==> src/rtl/rt_block_feeder_if.sv <==
// Quadlet receive stream feeding the real-time block writer.
// The master is the Ethernet/Firewire receive path and the slave is the feeder.
interface rt_block_feeder_if;
    logic        in_valid;
    logic        in_first;
    logic        in_last;
    logic [31:0] in_data;
    logic        in_abort;
    logic        in_ready;

    modport master (
        output in_valid,
        output in_first,
        output in_last,
        output in_data,
        output in_abort,
        input  in_ready
    );

    modport slave (
        input  in_valid,
        input  in_first,
        input  in_last,
        input  in_data,
        input  in_abort,
        output in_ready
    );
endinterface

==> src/rtl/rt_block_feeder.sv <==
// Buffers one real-time block-write packet (NumDac DAC quadlets plus one control quadlet).
// The packet is replayed to the writer only if it completes cleanly; the control quadlet is always written last.
module rt_block_feeder #(
    parameter int unsigned NumDac  = 4,
    parameter int unsigned Holdoff = 32
) (
    input  logic                     clk_i,
    input  logic                     rst_ni,
    rt_block_feeder_if.slave         in_if,
    input  logic                     clear_cnt_i,
    output logic                     rt_write_en_o,
    output logic [2:0]               rt_write_addr_o,
    output logic [31:0]              rt_write_data_o,
    output logic [15:0]              good_cnt_o,
    output logic [7:0]               err_len_cnt_o,
    output logic [7:0]               err_abort_cnt_o,
    output logic [7:0]               err_busy_cnt_o
);
    localparam int unsigned HoldW  = $clog2(Holdoff + 1);
    localparam logic [2:0]  LastQc = 3'(NumDac);
    localparam logic [2:0]  QcSat  = 3'(NumDac + 1);

    typedef enum logic [1:0] {StIdle, StRecv, StCommit, StHoldoff} state_e;

    state_e           state_q;
    logic [31:0]      dbuf_q [NumDac+1];
    logic [2:0]       qc_q;
    logic [2:0]       idx_q;
    logic [HoldW-1:0] hold_q;
    logic             ready_q;
    logic             wr_en_q;
    logic [2:0]       wr_addr_q;
    logic [31:0]      wr_data_q;
    logic [15:0]      good_q;
    logic [7:0]       err_len_q;
    logic [7:0]       err_abort_q;
    logic [7:0]       err_busy_q;

    logic             start;
    logic [31:0]      rd_data;
    logic [1:0]       len_ev;
    logic             abort_ev;
    logic             busy_ev;
    logic             good_ev;

    assign start = in_if.in_valid & in_if.in_first;

    always_comb begin
        rd_data = '0;
        for (int unsigned i = 0; i <= NumDac; i++) begin
            if (idx_q == 3'(i)) rd_data = dbuf_q[i];
        end
    end

    // Counter events; a restart that is itself a one-beat packet is two length errors.
    always_comb begin
        len_ev   = 2'd0;
        abort_ev = 1'b0;
        busy_ev  = 1'b0;
        good_ev  = 1'b0;
        unique case (state_q)
            StIdle: begin
                if (start) len_ev = {1'b0, in_if.in_last};
            end
            StRecv: begin
                if (in_if.in_abort) begin
                    abort_ev = 1'b1;
                end else if (start) begin
                    len_ev = in_if.in_last ? 2'd2 : 2'd1;
                end else if (in_if.in_valid && in_if.in_last && qc_q != LastQc) begin
                    len_ev = 2'd1;
                end
            end
            StCommit: begin
                busy_ev = start;
                good_ev = (idx_q == LastQc);
            end
            StHoldoff: begin
                busy_ev = start;
            end
            default: ;
        endcase
    end

    always_ff @(posedge clk_i or negedge rst_ni) begin
        if (!rst_ni) begin
            state_q   <= StIdle;
            qc_q      <= '0;
            idx_q     <= '0;
            hold_q    <= '0;
            ready_q   <= 1'b1;
            wr_en_q   <= 1'b0;
            wr_addr_q <= '0;
            wr_data_q <= '0;
            for (int unsigned i = 0; i <= NumDac; i++) dbuf_q[i] <= '0;
        end else begin
            unique case (state_q)
                StIdle: begin
                    if (start) begin
                        dbuf_q[0] <= in_if.in_data;
                        qc_q      <= 3'd1;
                        if (!in_if.in_last) state_q <= StRecv;
                    end
                end
                StRecv: begin
                    if (in_if.in_abort) begin
                        state_q <= StIdle;
                    end else if (start) begin
                        dbuf_q[0] <= in_if.in_data;
                        qc_q      <= 3'd1;
                        state_q   <= in_if.in_last ? StIdle : StRecv;
                    end else if (in_if.in_valid) begin
                        for (int unsigned i = 1; i <= NumDac; i++) begin
                            if (qc_q == 3'(i)) dbuf_q[i] <= in_if.in_data;
                        end
                        if (qc_q != QcSat) qc_q <= qc_q + 3'd1;
                        if (in_if.in_last) begin
                            if (qc_q == LastQc) begin
                                state_q <= StCommit;
                                ready_q <= 1'b0;
                                idx_q   <= '0;
                            end else begin
                                state_q <= StIdle;
                            end
                        end
                    end
                end
                StCommit: begin
                    wr_en_q   <= 1'b1;
                    wr_addr_q <= (idx_q == LastQc) ? 3'd4 : idx_q;
                    wr_data_q <= rd_data;
                    if (idx_q == LastQc) begin
                        state_q <= StHoldoff;
                        hold_q  <= '0;
                    end else begin
                        idx_q <= idx_q + 3'd1;
                    end
                end
                StHoldoff: begin
                    wr_en_q   <= 1'b0;
                    wr_addr_q <= '0;
                    wr_data_q <= '0;
                    if (hold_q == HoldW'(Holdoff - 1)) begin
                        state_q <= StIdle;
                        ready_q <= 1'b1;
                    end else begin
                        hold_q <= hold_q + 1'b1;
                    end
                end
                default: state_q <= StIdle;
            endcase
        end
    end

    function automatic logic [7:0] sat_add(input logic [7:0] a, input logic [1:0] inc);
        logic [8:0] s;
        s = {1'b0, a} + {7'b0, inc};
        return s[8] ? 8'hFF : s[7:0];
    endfunction

    // A clear wins over any increment on the same edge.
    always_ff @(posedge clk_i or negedge rst_ni) begin
        if (!rst_ni) begin
            good_q      <= '0;
            err_len_q   <= '0;
            err_abort_q <= '0;
            err_busy_q  <= '0;
        end else if (clear_cnt_i) begin
            good_q      <= '0;
            err_len_q   <= '0;
            err_abort_q <= '0;
            err_busy_q  <= '0;
        end else begin
            good_q      <= good_q + 16'(good_ev);
            err_len_q   <= sat_add(err_len_q, len_ev);
            err_abort_q <= sat_add(err_abort_q, {1'b0, abort_ev});
            err_busy_q  <= sat_add(err_busy_q, {1'b0, busy_ev});
        end
    end

    assign in_if.in_ready   = ready_q;
    assign rt_write_en_o    = wr_en_q;
    assign rt_write_addr_o  = wr_addr_q;
    assign rt_write_data_o  = wr_data_q;
    assign good_cnt_o       = good_q;
    assign err_len_cnt_o    = err_len_q;
    assign err_abort_cnt_o  = err_abort_q;
    assign err_busy_cnt_o   = err_busy_q;
endmodule
==> src/flat_wrapper.sv <==
// flat-port wrapper written by rule: the top's interface ports become plain ports
module rt_block_feeder_flat 
#(
    parameter int unsigned NumDac  = 4,
    parameter int unsigned Holdoff = 32
)
  (clk_i, rst_ni, clear_cnt_i, rt_write_en_o, rt_write_addr_o, rt_write_data_o, good_cnt_o, err_len_cnt_o, err_abort_cnt_o, err_busy_cnt_o, in_if_in_valid, in_if_in_first, in_if_in_last, in_if_in_data, in_if_in_abort, in_if_in_ready);
  rt_block_feeder_if in_if_i ();
  input  logic clk_i;
  input  logic rst_ni;
  input  logic clear_cnt_i;
  output logic rt_write_en_o;
  output logic [2:0] rt_write_addr_o;
  output logic [31:0] rt_write_data_o;
  output logic [15:0] good_cnt_o;
  output logic [7:0] err_len_cnt_o;
  output logic [7:0] err_abort_cnt_o;
  output logic [7:0] err_busy_cnt_o;
  input wire logic [$bits(in_if_i.in_valid)-1:0] in_if_in_valid;
  input wire logic [$bits(in_if_i.in_first)-1:0] in_if_in_first;
  input wire logic [$bits(in_if_i.in_last)-1:0] in_if_in_last;
  input wire logic [$bits(in_if_i.in_data)-1:0] in_if_in_data;
  input wire logic [$bits(in_if_i.in_abort)-1:0] in_if_in_abort;
  output wire logic [$bits(in_if_i.in_ready)-1:0] in_if_in_ready;
  assign in_if_i.in_valid = in_if_in_valid;
  assign in_if_i.in_first = in_if_in_first;
  assign in_if_i.in_last = in_if_in_last;
  assign in_if_i.in_data = in_if_in_data;
  assign in_if_i.in_abort = in_if_in_abort;
  assign in_if_in_ready = in_if_i.in_ready;
  rt_block_feeder #(.NumDac(NumDac), .Holdoff(Holdoff)) u_core (.clk_i(clk_i), .rst_ni(rst_ni), .in_if(in_if_i), .clear_cnt_i(clear_cnt_i), .rt_write_en_o(rt_write_en_o), .rt_write_addr_o(rt_write_addr_o), .rt_write_data_o(rt_write_data_o), .good_cnt_o(good_cnt_o), .err_len_cnt_o(err_len_cnt_o), .err_abort_cnt_o(err_abort_cnt_o), .err_busy_cnt_o(err_busy_cnt_o));
endmodule
==> config.mk <==
export PLATFORM = sky130hd
export DESIGN_NAME = rt_block_feeder_flat
export DESIGN_NICKNAME = d
export VERILOG_FILES = /design/src/rtl/rt_block_feeder_if.sv /design/src/rtl/rt_block_feeder.sv /design/src/flat_wrapper.sv
export SDC_FILE = /design/constraint.sdc
export NUM_CORES = 1
export LEC_CHECK = 0
export CAP_MARGIN = 20
export CORE_MARGIN = 3
export CORE_UTILIZATION = 51
export CTS_CLUSTER_DIAMETER = 80
export CTS_CLUSTER_SIZE = 30
export DETAILED_ROUTE_END_ITERATION = 6
export PLACE_DENSITY = 0.76
export SKIP_LAST_GASP = 1
export SYNTH_ARGS = -nofsm -noshare
export SYNTH_HDL_FRONTEND = slang
export SYNTH_SLANG_ARGS = --single-unit
==> constraint.sdc <==
create_clock -name clk_i -period 2.35 [get_ports clk_i]
set_clock_uncertainty 0.1 [all_clocks]
set_input_delay 0.47 -clock clk_i [delete_from_list [all_inputs] [get_ports clk_i]]
set_output_delay 0.47 -clock clk_i [all_outputs]
set_load 0.05 [all_outputs]
## Word-level counts from Yosys, hierarchy flattened

Index checks and enable logic that the tools add are counted.

| cells by class | value |
|---|---|
| reductions and logical operators | 19 |
| bitwise logic cells | 3 |
| muxes and demuxes | 69 |
| $add $sub $neg | 7 |
| equality and inequality tests | 29 |

Operators by type and width:

| operator | count |
|---|---|
| $mux 32 | 10 |
| $mux 128 | 2 |
| $mux 160 | 1 |
| $pmux 32 s2 | 2 |
| $mux 8 | 6 |
| $mux 3 | 12 |
| $reduce_and 5->1 | 5 |
| $mux 2 | 12 |
| $add 8x1->9 | 2 |
| $pmux 3 s2 | 3 |
| $add 16x1->16 | 1 |
| $mux 16 | 1 |
| $ne 2x2->1 const B | 7 |
| $reduce_and 7->1 | 2 |
| $mux 1 | 13 |
| $eq 3x2->1 const B | 4 |
| $mux 6 | 2 |
| $pmux 6 s2 | 1 |
| $add 8x2->9 | 1 |
| $ne 2x1->1 const B | 4 |
| $ne 4x3->1 const B | 2 |
| $pmux 2 s4 | 1 |
| $reduce_bool 2->1 | 4 |
| $add 3x1->3 const B | 2 |
| 20 further kinds | 27 |

| word-level totals | value |
|---|---|
| logic and storage cells | 144 |
| input bits | 39 |
| bits in registers | 251 |
| output and inout port bits | 77 |

## Longest topological paths before layout

Gate-level depths: netlist of the first run.

| logic depth | value |
|---|---|
| word-level depth | 9 |
| depth in mapped cells | 13 |
| depth with buffers taken out | 13 |

## Least setup slack after synthesis of the first run

OpenSTA, ideal clock, no wires.

| timing | value |
|---|---|
| path kind | register to register |
| start point | register u_core.qc_q[0] |
| end point | register u_core.err_len_q[6] (netlist: u_core.err_len_cnt_o[6]) |
| required time | 2.114 ns |
| data arrival time | 2.292 ns |
| cell stages (with the launch flop) | 14 |
| path buffers | 0 |
| clock period less this slack | 2.528 ns |
| path slack | -0.178 ns |
| library setup time | 0.136 ns |
| path through | dfrtp_1 -> inv_1 -> ha_1 -> nand2_1 -> a21oi_1 -> o22ai_1 -> and3_1 -> ha_1 -> inv_1 -> fa_1 -> and3b_1 -> nand3_1 -> nor3b_1 -> nor3_1 |

| between the ends | value |
|---|---|
| word-level cells in the longest chain between the ends | 9 |

Ends and longest elaborated chain:

| what | RTL line | RTL |
|---|---|---|
| from (decl) | rt_block_feeder.sv:27 | `logic [2:0] qc_q;` |
| from (signal assigned) | rt_block_feeder.sv:116 | `if (qc_q != QcSat) qc_q <= qc_q + 3'd1;` |
| $ne 3x3->1 | rt_block_feeder.sv:70 | `end else if (in_if.in_valid && in_if.in_last && qc_q != LastQc) begin` |
| $logic_and 1x1->1 | rt_block_feeder.sv:70 |  |
| $mux 1 | rt_block_feeder.sv:70 |  |
| $mux 2 | rt_block_feeder.sv:68 | `end else if (start) begin` |
| $mux 2 | rt_block_feeder.sv:66 | `if (in_if.in_abort) begin` |
| $pmux 2 s2 | rt_block_feeder.sv:61 | `unique case (state_q)` |
| $add 8x2->9 | rt_block_feeder.sv:157 | `s = {1'b0, a} + {7'b0, inc};` |
| $mux 8 | rt_block_feeder.sv:158 | `return s[8] ? 8'hFF : s[7:0];` |
| $mux 8 | rt_block_feeder.sv:168 | `end else if (clear_cnt_i) begin` |
| to (signal assigned) | rt_block_feeder.sv:175 | `err_len_q <= sat_add(err_len_q, len_ev);` |
| to (decl) | rt_block_feeder.sv:35 | `logic [7:0] err_len_q;` |

No other way between the ends.
A chain may end at the register's enable or synchronous reset.

## Final worst setup path of the first run

| timing | value |
|---|---|
| start point | register u_core.qc_q[1] |
| end point | register u_core.err_len_q[6] (netlist: u_core.err_len_cnt_o[6]) |

Same word-level chain as after synthesis.

==> results_dict.tcl, run 1 <==
set metrics [dict create \
    status "finished, violations left" \
    violations "setup timing" \
    ys_warn_count 0 \
    r2r_cells 13 \
    reg2reg_slack_ns -0.05 \
    tns_ns -0.0501 \
    final-setup-viol-count 1 \
    clkPwrFrac 0.339 \
    final_cell_mix "dfrtp_1, mux2_2, clkdlybuf4s50_1, buf_4, nor2_1" \
    vias 8161 \
    dp_hpwl_um 16800 \
    htree_levels 1 \
    io_buffers 115 \
    layout_min_cycle_time_ns 2.40 \
    switching_share 0.241 \
    reg2reg_from "u_core.qc_q[1]$_DFFE_PN0P_" \
    crit_path_end "u_core.err_len_cnt_o[6]$_DFF_PN0_" \
    antenna_found_initial 0 \
    vias_per_cell 5.91 \
    overflow 0 \
    fin_cells 1381 \
    placed_cells 1353 \
    cts_tree "done" \
    clkSlewWorstSetupHoldPaths_ns 0.10 \
    finalWorstSetupSlack_ns -0.0501 \
    switching_power_w 0.00205 \
    worstPathMaxFanout 3 \
    p_int_w 0.00645 \
    crit_family "simple AND/OR/NAND/NOR gates" \
    syn-cell-area_mm2 0.0113 \
    drt-total-wl_um 26200 \
    maxSlewHeadroom 0.613 \
    firstDrtPassIters 5 \
    path_buf_inv 2 \
    clkLatencyLatePin_ns 0.49 \
    syn-num-nets 1009 \
    fp-row-count 53 \
    dp_slack_ns -0.669 \
    finish.instance_area_mm2 0.0139 \
    power_density_mw_per_mm2 610 \
    r2r_end "u_core.err_len_cnt_o[6]$_DFF_PN0_" \
    synthArstFlopShare 1.00 \
    finalMaxSlewViolations 0 \
    hold_path_class "reg2reg" \
    track_usage 0.218 \
    ir_drop_uv 418 \
    cts_sinks 251 \
    grt_max_degree 71 \
    fin_crit_sh 1.02 \
    rsz0062_at_grt "yes" \
    grt_pass1_vias 8026 \
    area_delta_synth_final_pct 22.9 \
    dominantRegCellSynth "dfrtp_1" \
    drive_gt1_frac 0.233 \
    antenna_cells 0 \
    gp_congestion 0.789 \
    worstSetupEndpointType "register" \
    crit_path_frequent_cell "inv_2" \
    drc 0 \
    die_w_um 155 \
    critPathLaunch "u_core.qc_q[1]$_DFFE_PN0P_" \
    first_iter_violations 457 \
    synth_edf_count 0 \
    crit_chain "inv_2 -> ha_4 -> nand2_4 -> a21oi_2 -> o22ai_1 -> and3_1 -> ha_2 -> inv_2 -> fa_2 -> and3b_2 -> nand3_1 -> nor3b_2 -> nor3_1" \
    cts_buffer_depth 3 \
    die_height_um 155 \
    p_leak_nw 6.78 \
    comb_power_share 0.097 \
    ant_nets 0 \
    grt_pass1_wl_um 42900 \
    wire_per_inst_um 19.0 \
    synth.avg_cell_area_um2 11.9 \
    ys_types 51 \
    crit_cells 13 \
    ctsRootBufferMaster "clkbuf_16" \
    fmax_ghz 0.417 \
    final_nets 1158 \
    start_util 0.529 \
    ys_ff_latch 251 \
    dieArea_mm2 0.0240 \
    cts_made_buffers 14 \
    maxCapViolations 0 \
    worstMarginPinSlew_ns 0.578 \
    critPathSlowestCell "dfrtp_1" \
    yosysSeqAreaShare 0.555 \
    critPathKind "reg2reg" \
    syn_inst 950 \
    placed_cell_area_mm2 0.0133 \
    post-route-util 0.650 \
    cp_data_arrival_time_ns 2.67 \
    p_seq_frac 0.564 \
    core_area_mm2 0.0214 \
    pin_count 116 \
    layout_commonest_cell "dfrtp_1" \
    cp.required_ns 2.62 \
    crit_path_start_kind "register" \
    hold_viol 0 \
    critical_path.max_stage_delay_ns 0.37 \
]
==> synthesized netlist by cell type (all sizes together) (4+ instances only) <==
cell type	number	area, µm²
nand2b	4	25.0
o2bb2ai	16	140
nor2	52	195
a31oi	25	156
buf	15	72.6
a21oi	42	210
o22ai	18	113
nand2	40	150
ha	19	238
a221oi	15	131
a221o	15	150
nand3	21	105
and3	6	37.5
mux2i	4	40.0
o31ai	17	128
mux2	161	1810
clkbuf	41	154
nor3	12	60.1
xor2	6	52.6
xnor2	13	114
a22o	5	43.8
inv	36	135
nand4	9	56.3
a211oi	20	150
o21ai	29	145
dfrtp	250	6260
nor2b	23	144
==> power by group through the flow <==
stage	Sequential [W]	Combinational (W)	Clock [W]
6_report	0.00479	0.000826	0.00288
5_1_grt	0.00482	0.000916	0.00313
4_1_cts	0.00478	0.000833	0.00296
3_5_place_dp	0.00487	0.000820	0
3_3_place_gp	0.00485	0.000793	0
2_1_floorplan	0.00483	0.000464	0
==> logic make-up (layout without fill, tap and decap cells) <==
| kind of cell | Yosys count | in the layout | synth area share |
|---|---|---|---|
| adder cells (fa/ha/maj) | 20 | 20 | 0.0228 |
| buffers and inverters | 94 | 250 | 0.0326 |
| AND/OR/NAND/NOR | 188 | 188 | 0.0826 |
| XOR/XNOR | 19 | 19 | 0.0147 |
| multiplexers | 165 | 165 | 0.164 |
| AO/OA/AOI/OAI | 213 | 213 | 0.129 |
| flip-flops | 251 | 251 | 0.555 |
==> through the flow <==
| stage | hold WS, ns | total power [W] |
|---|---|---|
| 6_report | 0.387 | 0.00849 |
| 5_1_grt | 0.411 | 0.00886 |
| 4_1_cts | 0.390 | 0.00857 |
| 3_5_place_dp | 0.368 | 0.00569 |
| 3_3_place_gp | 0.364 | 0.00564 |
| 2_1_floorplan | 0.0744 | 0.00530 |
==> worst min path at each step <==
stage                                             to  depth (start not counted)                                  start  slack, ns
2_1_floorplan             asynchronous set/reset pin                          0                                 rst_ni       0.07
3_3_place_gp   u_core.rt_write_addr_o[2]$_DFFE_PN0N_                          2  u_core.rt_write_addr_o[2]$_DFFE_PN0N_       0.36
3_5_place_dp        u_core.rt_write_en_o$_DFFE_PN0N_                          1       u_core.rt_write_en_o$_DFFE_PN0N_       0.37
4_1_cts             u_core.rt_write_en_o$_DFFE_PN0N_                          1       u_core.rt_write_en_o$_DFFE_PN0N_       0.39
5_1_grt             u_core.rt_write_en_o$_DFFE_PN0N_                          1       u_core.rt_write_en_o$_DFFE_PN0N_       0.41
6_report            u_core.rt_write_en_o$_DFFE_PN0N_                          1       u_core.rt_write_en_o$_DFFE_PN0N_       0.39
==> timing repair <==
item / CTS / global route
setup endpoints to repair: 27 / 23
resized for setup: 30 / 20
pin swaps: 3 / 8
endpoints found under the hold margin: 60 / 0
buffers inserted: 1 / 3
hold buffers: 1 / 0
==> state kept, by name (all words and copies together), names as in the netlist, 3 cells and up, named ones only <==
register / flops
u_core.err_abort_cnt_o: 8
u_core.qc_q: 3
u_core.good_cnt_o: 16
u_core.rt_write_addr_o: 3
u_core.err_len_cnt_o: 8
u_core.hold_q: 6
u_core.err_busy_cnt_o: 8
u_core.dbuf_q: 160
u_core.rt_write_data_o: 32
u_core.idx_q: 3
==> routing by layer <==
layer / track usage / wire length, µm / share of wire
met1: 0.320 / 12100 / 0.46
met2: 0.352 / 12400 / 0.47
met3: 0.0287 / 1300 / 0.050
met4: 0.0437 / 425 / 0.016
met5: 0 / 0 / 0
==> area by class of cell <==
class	count	area, µm²
tap	275	344
multi-input combinational	605	4790
clock buffer	16	389
clock inverter	7	100
timing repair buffer	189	1870
sequential	251	6280
inverter	38	143
fill	1651	7500
(Power assumes the default switching activity.)
==> run 2, diff against run 1 <==
- CORE_ASPECT_RATIO: unset -> 1.2
- GPL_ROUTABILITY_DRIVEN: unset -> 0
- TNS_END_PERCENT: unset -> 1
==> results_dict.tcl, run 2 (synthesized netlist as in run 1, its figures left out) <==
set metrics [dict create \
    status "finished, violations left" \
    violations "setup timing" \
    largest_reg_flops 160 \
    design_power_total_w 0.00813 \
    p_int_w 0.00616 \
    finalWorstSetupSlack_ns -0.109 \
    comb_power_share 0.100 \
    ir_drop_uv 429 \
    drive_gt1_frac 0.216 \
    switching_share 0.242 \
    maxCapViolations 0 \
    overflow 0 \
    crit_path_start_kind "primary input" \
    crit_family "simple AND/OR/NAND/NOR gates" \
    pin_count 116 \
    p_seq_frac 0.589 \
    ant_nets 0 \
    critical_path.max_stage_delay_ns 0.50 \
    switching_power_w 0.00197 \
    wire_per_inst_um 19.4 \
    fin_crit_sh 1.05 \
    ctsRootBufferMaster "clkbuf_16" \
    io_buffers 115 \
    maxSlewHeadroom 0.581 \
    worstMarginPinSlew_ns 0.629 \
    crit_chain "clkdlybuf4s50_1 -> nor2b_2 -> a21oi_2 -> o22ai_1 -> and3_1 -> ha_2 -> inv_2 -> fa_2 -> and3b_2 -> nand3_2 -> nor3b_2 -> nor3_1" \
    rsz0062_at_grt "yes" \
    clkPwrFrac 0.311 \
    grt_max_degree 62 \
    start_util 0.520 \
    critPathKind "in2reg" \
    cts_buffer_depth 3 \
    dp_hpwl_um 16900 \
    layout_commonest_cell "dfrtp_1" \
    worstSetupEndpointType "register" \
    finalMaxSlewViolations 0 \
    final_nets 1149 \
    die_w_um 142 \
    dieArea_mm2 0.0240 \
    cts_sinks 251 \
    post-route-util 0.630 \
    hold_viol 0 \
    fmax_ghz 0.407 \
    antenna_found_initial 0 \
    path_buf_inv 2 \
    whs_ns 0.393 \
    layout_min_cycle_time_ns 2.46 \
    final_cell_mix "dfrtp_1, mux2_2, clkdlybuf4s50_1, buf_4, nor2_1" \
    first_iter_violations 440 \
    worstPathMaxFanout 4 \
    vias 8195 \
    cts_made_buffers 13 \
    core_area_mm2 0.0218 \
    tns_ns -0.740 \
    vias_per_cell 5.99 \
    cp.required_ns 2.62 \
    critPathSlowestCell "clkdlybuf4s50_1" \
    fp-row-count 59 \
    final-setup-viol-count 19 \
    antenna_cells 0 \
    die_height_um 169 \
    grt_pass1_vias 8364 \
    drc 0 \
    firstDrtPassIters 4 \
    clkLatencyLatePin_ns 0.48 \
    top_register "u_core.dbuf_q" \
    cp_data_arrival_time_ns 2.73 \
    p_leak_nw 6.37 \
    power_density_mw_per_mm2 593 \
    htree_levels 1 \
    hold_path_class "reg2reg" \
    area_delta_synth_final_pct 21.1 \
    grt_pass1_wl_um 43600 \
    drt-total-wl_um 26500 \
    cts_tree "done" \
    track_usage 0.221 \
    clkSlewWorstSetupHoldPaths_ns 0.11 \
]
run 2: cell types whose count changed in the layout (fill, tap and decap cells not counted), sizes merged:
| cell | delta |
|---|---|
| dlymetal6s2s | -12 |
| clkinv | +1 |
| clkdlybuf4s50 | +35 |
| clkbuf | -1 |
| bufinv | -1 |
| inv | -4 |
| dlygate4sd2 | -23 |
| buf | -8 |
run 2: timing repair:
action,4_1_cts,5_1_grt
endpoints found under the hold margin,49,0
hold buffers,1,0
pin swaps,4,4
resized for setup,4,2
setup buffers,2,0
setup endpoints to repair,28,46
run 2: final cells by class:
type                       instances  area [µm²]
fill                            1664        8070
sequential                       251        6280
inverter                          38         143
multi-input combinational        605        4730
clock inverter                     3        62.6
tap                              274         343
timing repair buffer             181        1800
clock buffer                      15         343
run 2: through the flow:
step | instance area [µm²] | setup WS (ns) | instances
6_report | 13700 | -0.109 | 1367
5_1_grt | 13700 | -0.250 | 1367
4_1_cts | 13700 | -0.119 | 1367
3_5_place_dp | 13300 | -0.676 | 1346
3_3_place_gp | 13300 | -0.644 | 1346
2_1_floorplan | 11300 | -0.0634 | 950
run 2: routing by layer:
metal  vias up  part of all wire  wire (µm)  global-route usage
met5         -                 0          0                   0
met4         0             0.018        475              0.0530
met2       188              0.49      13000               0.375
met3        37             0.048       1270              0.0256
met1      4229              0.44      11700               0.307
li1       3741                 -          -                   -
run 2: path summary, 6_finish.rpt:
check	from	endpoint	slack (ns)	cells past startpoint
hold / removal	u_core.dbuf_q[9]$_DFFE_PN0P_	u_core.dbuf_q[9]$_DFFE_PN0P_	0.39	1
setup reg to reg	u_core.qc_q[1]$_DFFE_PN0P_	u_core.err_len_cnt_o[6]$_DFF_PN0_	-0.11	13
min in group asynchronous	rst_ni	u_core.state_q[0]$_DFFE_PN0P_	0.40	2
setup / recovery	in_if_in_last	u_core.err_len_cnt_o[6]$_DFF_PN0_	-0.11	12
max in group asynchronous	rst_ni	u_core.dbuf_q[137]$_DFFE_PN0P_	1.07	3
hold reg to reg	u_core.dbuf_q[9]$_DFFE_PN0P_	u_core.dbuf_q[9]$_DFFE_PN0P_	0.39	1
run 2: power groups by stage:
stage | logic (W) | registers, W | clock network [W]
floorplan | 0.000463 | 0.00483 | 0
global route | 0.000901 | 0.00482 | 0.00274
global placement | 0.000784 | 0.00484 | 0
CTS | 0.000824 | 0.00478 | 0.00260
detailed placement | 0.000813 | 0.00486 | 0
finish | 0.000811 | 0.00479 | 0.00253
==> variant 1: new RTL, settings of run 2 <==
`Holdoff` is set to 32 in 2 places; all go to 16.
--- a/src/rtl/rt_block_feeder.sv
+++ b/src/rtl/rt_block_feeder.sv
@@ -3,5 +3,5 @@
 module rt_block_feeder #(
     parameter int unsigned NumDac  = 4,
-    parameter int unsigned Holdoff = 32
+    parameter int unsigned Holdoff = 16
 ) (
     input  logic                     clk_i,
--- a/src/flat_wrapper.sv
+++ b/src/flat_wrapper.sv
@@ -3,5 +3,5 @@
 #(
     parameter int unsigned NumDac  = 4,
-    parameter int unsigned Holdoff = 32
+    parameter int unsigned Holdoff = 16
 )
   (clk_i, rst_ni, clear_cnt_i, rt_write_en_o, rt_write_addr_o, rt_write_data_o, good_cnt_o, err_len_cnt_o, err_abort_cnt_o, err_busy_cnt_o, in_if_in_valid, in_if_in_first, in_if_in_last, in_if_in_data, in_if_in_abort, in_if_in_ready);
Check against the original RTL: no difference found for any inputs over 4 cycles, from zero or initial values and one cycle with rst_ni low; that may be too few to reach the edited logic, so the function may still have changed.
==> variant 1 against run 2 <==
Count of clock-buffer cells in the layout unchanged; maximum frequency up 3.0%; final area up 0.26%; setup slack better by 0.071 ns; the run still ends with negative setup slack left; sequential cell count down 1; synthesized area down 0.25%; wire length up 4.8%; first-iteration DRC count up 8.2%; critical path type is now reg2out; cell count up 0.37%.
Power is not compared: it rests on default switching activity, and its combinational part moved more than twofold at a synthesized area within 25%.
==> variant 1: results (changes against run 2) <==
stage,metric,value,unit,change
synth,synth.area.top_cells,"dfrtp_1 55%, mux2_2 13%, mux2_1 3.5%",,
synth,yosysSeqAreaShare,0.554,,-0.000802
finish,largest_reg_flops,160,,unchanged
min_path,hold_path_class,in2async,,
placement,place_hpwl,17600,µm,+4.5%
status,outcome,finished with violations,,
grt,grt_pass1_vias,8443,,+0.94%
grt,grt_max_degree,58,,-6.5%
grt,grtUsageTotal,0.231,,+0.00958
placement,placed_area,0.0132,mm²,-0.79%
clock_tree,clk_latency,0.50,ns,+0.02 ns
detailed_routing,wl,27700,µm,+4.8%
clock_tree,cts_max_level,1,,unchanged
power_and_ir_drop,power_leakage,6.29,nW,
critical_path,crit_fanout,7,,+3
timing,setup-violations-final,14,,-5
synth,synth_common_cells,"249 x dfrtp_1, 127 x mux2_2, 66 x a21oi_1",,
clock_tree,cts_root_buffer,clkbuf_16,,
timing,slew-limit-headroom,0.580,,about the same
clock_tree,clk_path_buf_depth,3,,unchanged
grt,antenna_found_initial,0,,unchanged
synth,ys_warn_count,0,,unchanged
detailed_routing,highest-signal-layer,met4,,
synth,synth_flop_cell,dfrtp_1,,
finish,layout-drive-gt1-share,0.220,,+0.00448
detailed_routing,drt_iter0_markers,476,,+8.2%
placement,io_buffers,115,,unchanged
placement,place_ws,-0.523,ns,+0.153 ns
detailed_routing,met1Wirelength,12000,µm,+2.9%
finish,top_register,u_core.dbuf_q,,
finish,antenna_cells,0,,unchanged
synth,synth-async-reset-ratio,1.00,,unchanged
power_and_ir_drop,vdd_drop_max,825,µV,
synth,synth.distinct_cells,52,,+2.0%
status,violations,negative setup slack,,
detailed_routing,dr_wl_met2,13700,µm,+4.9%
grt,grt_pass1_wl,44700,µm,+2.7%
detailed_routing,num_vias,8272,,+0.94%
synth,syn_nets,1011,,+0.20%
critical_path,critical-path-top-delay-family,buffers and inverters,,
critical_path,cpPeakStageDelay,0.85,ns,+0.35 ns
critical_path,crit_slowest_cell,clkdlybuf4s50_1,,
power_and_ir_drop,power,11.3,mW,
critical_path,reg2reg_setup_slack,0,ns,+0.11 ns
clock_tree,cts-buffers-inserted,14,,+1
timing,fin_ws,-0.0382,ns,+0.0708 ns
detailed_routing,dr_wl_met3,1420,µm,+12%
finish,nets,1151,,+0.17%
clock_tree,cts.reportedPaths.clkPinSlew,0.10,ns,
detailed_routing,drt_first_pass_iters,5,,+1
==> variant 1: area by class of cell <==
| cell class | instances | area, µm² |
|---|---|---|
| Timing Repair Buffer | 184 | 1810 |
| Sequential cell | 250 | 6260 |
| Inverter | 25 | 93.8 |
| Tap cell | 274 | 343 |
| Clock buffer | 15 | 375 |
| Fill cell | 1672 | 7960 |
| Clock inverter | 8 | 100 |
| Multi-Input combinational cell | 616 | 4770 |
==> variant 1: path summary, 6_finish.rpt <==
path	start	end	depth (start not counted)
worst max register to register	u_core.qc_q[1]$_DFFE_PN0P_	u_core.err_len_cnt_o[4]$_DFF_PN0_	13
min in group clk_i	u_core.dbuf_q[22]$_DFFE_PN0P_	u_core.dbuf_q[22]$_DFFE_PN0P_	1
worst min-delay path	rst_ni	u_core.err_busy_cnt_o[2]$_DFF_PN0_	2
worst min register to register	u_core.dbuf_q[22]$_DFFE_PN0P_	u_core.dbuf_q[22]$_DFFE_PN0P_	1
worst max-delay path	u_core.good_cnt_o[2]$_DFF_PN0_	good_cnt_o[2]	1
max in group asynchronous	rst_ni	u_core.good_cnt_o[9]$_DFF_PN0_	3
==> variant 1: logic make-up after synthesis <==
logic type	synth area share
compound gates	0.138
xor+xnor	0.0132
fa+ha+maj	0.0239
buf+inv	0.0317
flops	0.554
mux	0.162
simple gates	0.0768
==> variant 1: repair_timing <==
action / CTS / global route
buffers inserted: 0 / 6
resized for setup: 3 / 16
endpoints found under the hold margin: 34 / 0
setup endpoints to repair: 25 / 39
hold buffers: 1 / 0
pin swaps: 1 / 9
==> variant 1: per-stage QoR <==
step	hold slack (ns)	TNS, ns	cells
finish	0.359	-0.297	1372
global route	0.386	-2.35	1372
CTS	0.355	-0.816	1366
detailed placement	0.285	-10.18	1342
global placement	0.284	-8.12	1342
floorplan	0.0744	-0.0503	951
==> variant 1: power by group <==
group	internal, mW	switching [mW]
Combinational	1.34	1.47
Sequential	5.21	0.486
Clock	1.25	1.55
==> variant 1: metal layers <==
metal,track usage,up-vias
li1,-,3756
met1,0.318,4219
met2,0.388,249
met3,0.0266,48
met4,0.0664,0
met5,0,-
==> variant 2: new RTL, settings of run 2 <==
Without the edit above. Register the output `good_cnt_o` once more, without a reset; this adds one clock of latency there. The other outputs are not delayed to match.
--- a/src/rtl/rt_block_feeder.sv
+++ b/src/rtl/rt_block_feeder.sv
@@ -183,5 +183,7 @@
     assign rt_write_addr_o  = wr_addr_q;
     assign rt_write_data_o  = wr_data_q;
-    assign good_cnt_o       = good_q;
+    always_ff @(posedge clk_i) begin
+        good_cnt_o <= good_q;
+    end
     assign err_len_cnt_o    = err_len_q;
     assign err_abort_cnt_o  = err_abort_q;
Behaviour: no difference found for any inputs over 4 cycles, from zero or initial values and one cycle with rst_ni low; that may be too few to reach the edited logic, so the function may still have changed.
==> variant 2 against run 2 <==
The flow still finishes with violations (negative setup slack); setup slack better by 0.066 ns; synthesized area up 6.8%; wire length rose by 3.9%; synthesized cell count up 17%; final area up 5.3%; count of clock-buffer cells in the layout rose by 1; sequential cell count is 16 higher; global-route usage is 0.46 points lower.
Power is not compared: it rests on default switching activity, and its combinational part moved more than twofold at a synthesized area within 25%.
==> variant 2: results (changes against run 2) <==
stage,metric,value,unit,change
grt,gr-usage-met2,0.382,,+0.00672
finish,nets,1296,,+13%
status,outcome,finished with violations,,
placement,placed_area,0.0140,mm²,+5.7%
detailed_routing,num_vias,8743,,+6.7%
timing,fin_ws,-0.0426,ns,+0.0664 ns
synth,synth_compound_area_frac,0.0989,,-0.0299
synth,synth.area.top_cells,"dfrtp_1 52%, mux2_2 12%, nand2_1 4.7%",,
status,violations,negative setup slack,,
placement,place_hpwl,17500,µm,+3.6%
grt,use_met1,0.290,,-0.0169
grt,grt_pass1_vias,8914,,+6.6%
critical_path,cpPeakStageDelay,0.85,ns,+0.35 ns
min_path,hold_depth,0,,-1
critical_path,reg2reg_setup_slack,-0.01,ns,+0.10 ns
placement,dp.cells,1535,,+14%
critical_path,r2r_start,u_core.qc_q[0]$_DFFE_PN0P_,,
grt,grt_max_degree,68,,+9.7%
finish,nFillCells,1847,,+11%
detailed_routing,dr_wl_met2,13900,µm,+6.7%
synth,synth.area.mux_share,0.158,,-0.00571
synth,synth-async-reset-ratio,0.940,,-0.0599
detailed_routing,routedWlPerCell,17.7,µm,-8.8%
timing,setup-violations-final,7,,-12
synth,syn_avg_cell_area,10.9,µm²,-8.8%
synth,syn_nets,1172,,+16%
timing,slew-limit-headroom,0.469,,-0.112
## variant 2: cell types whose count changed after synthesis, moves of 20 or more
cell	delta
inv_1	+52
mux2_1	-20
mux2_4	+20
nand2_1	+110
nor3_1	+33
o221ai_1	+31
o22ai_1	+20
## variant 2: cells by family (layout without fill, tap and decap cells)
group	after synthesis	after routing
AND/OR/NAND/NOR	298	298
buffers and inverters	153	283
XOR/XNOR	17	17
multiplexers	163	163
adder cells (fa/ha/maj)	20	20
AO/OA/AOI/OAI	195	195
flip-flops	267	267
## variant 2: what timing repair did
action | CTS | global route
hold endpoints to repair | 56 | 0
pin swaps | 0 | 8
hold buffers | 1 | 0
resized for setup | 3 | 7
setup endpoints to repair | 13 | 31
buffers inserted | 0 | 1
## variant 2: worst max-delay path by stage
stage                                        start                                end  depth (start not counted)
2_1_floorplan                       in_if_in_first  u_core.err_len_cnt_o[6]$_DFF_PN0_                         11
3_3_place_gp                         in_if_in_last  u_core.err_len_cnt_o[6]$_DFF_PN0_                         11
3_5_place_dp                         in_if_in_last  u_core.err_len_cnt_o[5]$_DFF_PN0_                         11
4_1_cts        u_core.err_abort_cnt_o[5]$_DFF_PN0_                 err_abort_cnt_o[5]                          1
5_1_grt                 u_core.qc_q[0]$_DFFE_PN0P_  u_core.err_len_cnt_o[6]$_DFF_PN0_                         12
6_report         u_core.err_len_cnt_o[4]$_DFF_PN0_                   err_len_cnt_o[4]                          1
## variant 2: layout make-up
| type | instances | area [µm²] | area share |
|---|---|---|---|
| flip-flops and latches | 267 | 6600 | 0.457 |
| multi-input cells | 693 | 4940 | 0.342 |
| repair buffers | 174 | 1790 | 0.124 |
| well taps | 315 | 394 | 0.0273 |
| clock buffers | 16 | 337 | 0.0233 |
| inverters | 88 | 330 | 0.0229 |
| clock inverters | 5 | 42.5 | 0.00295 |
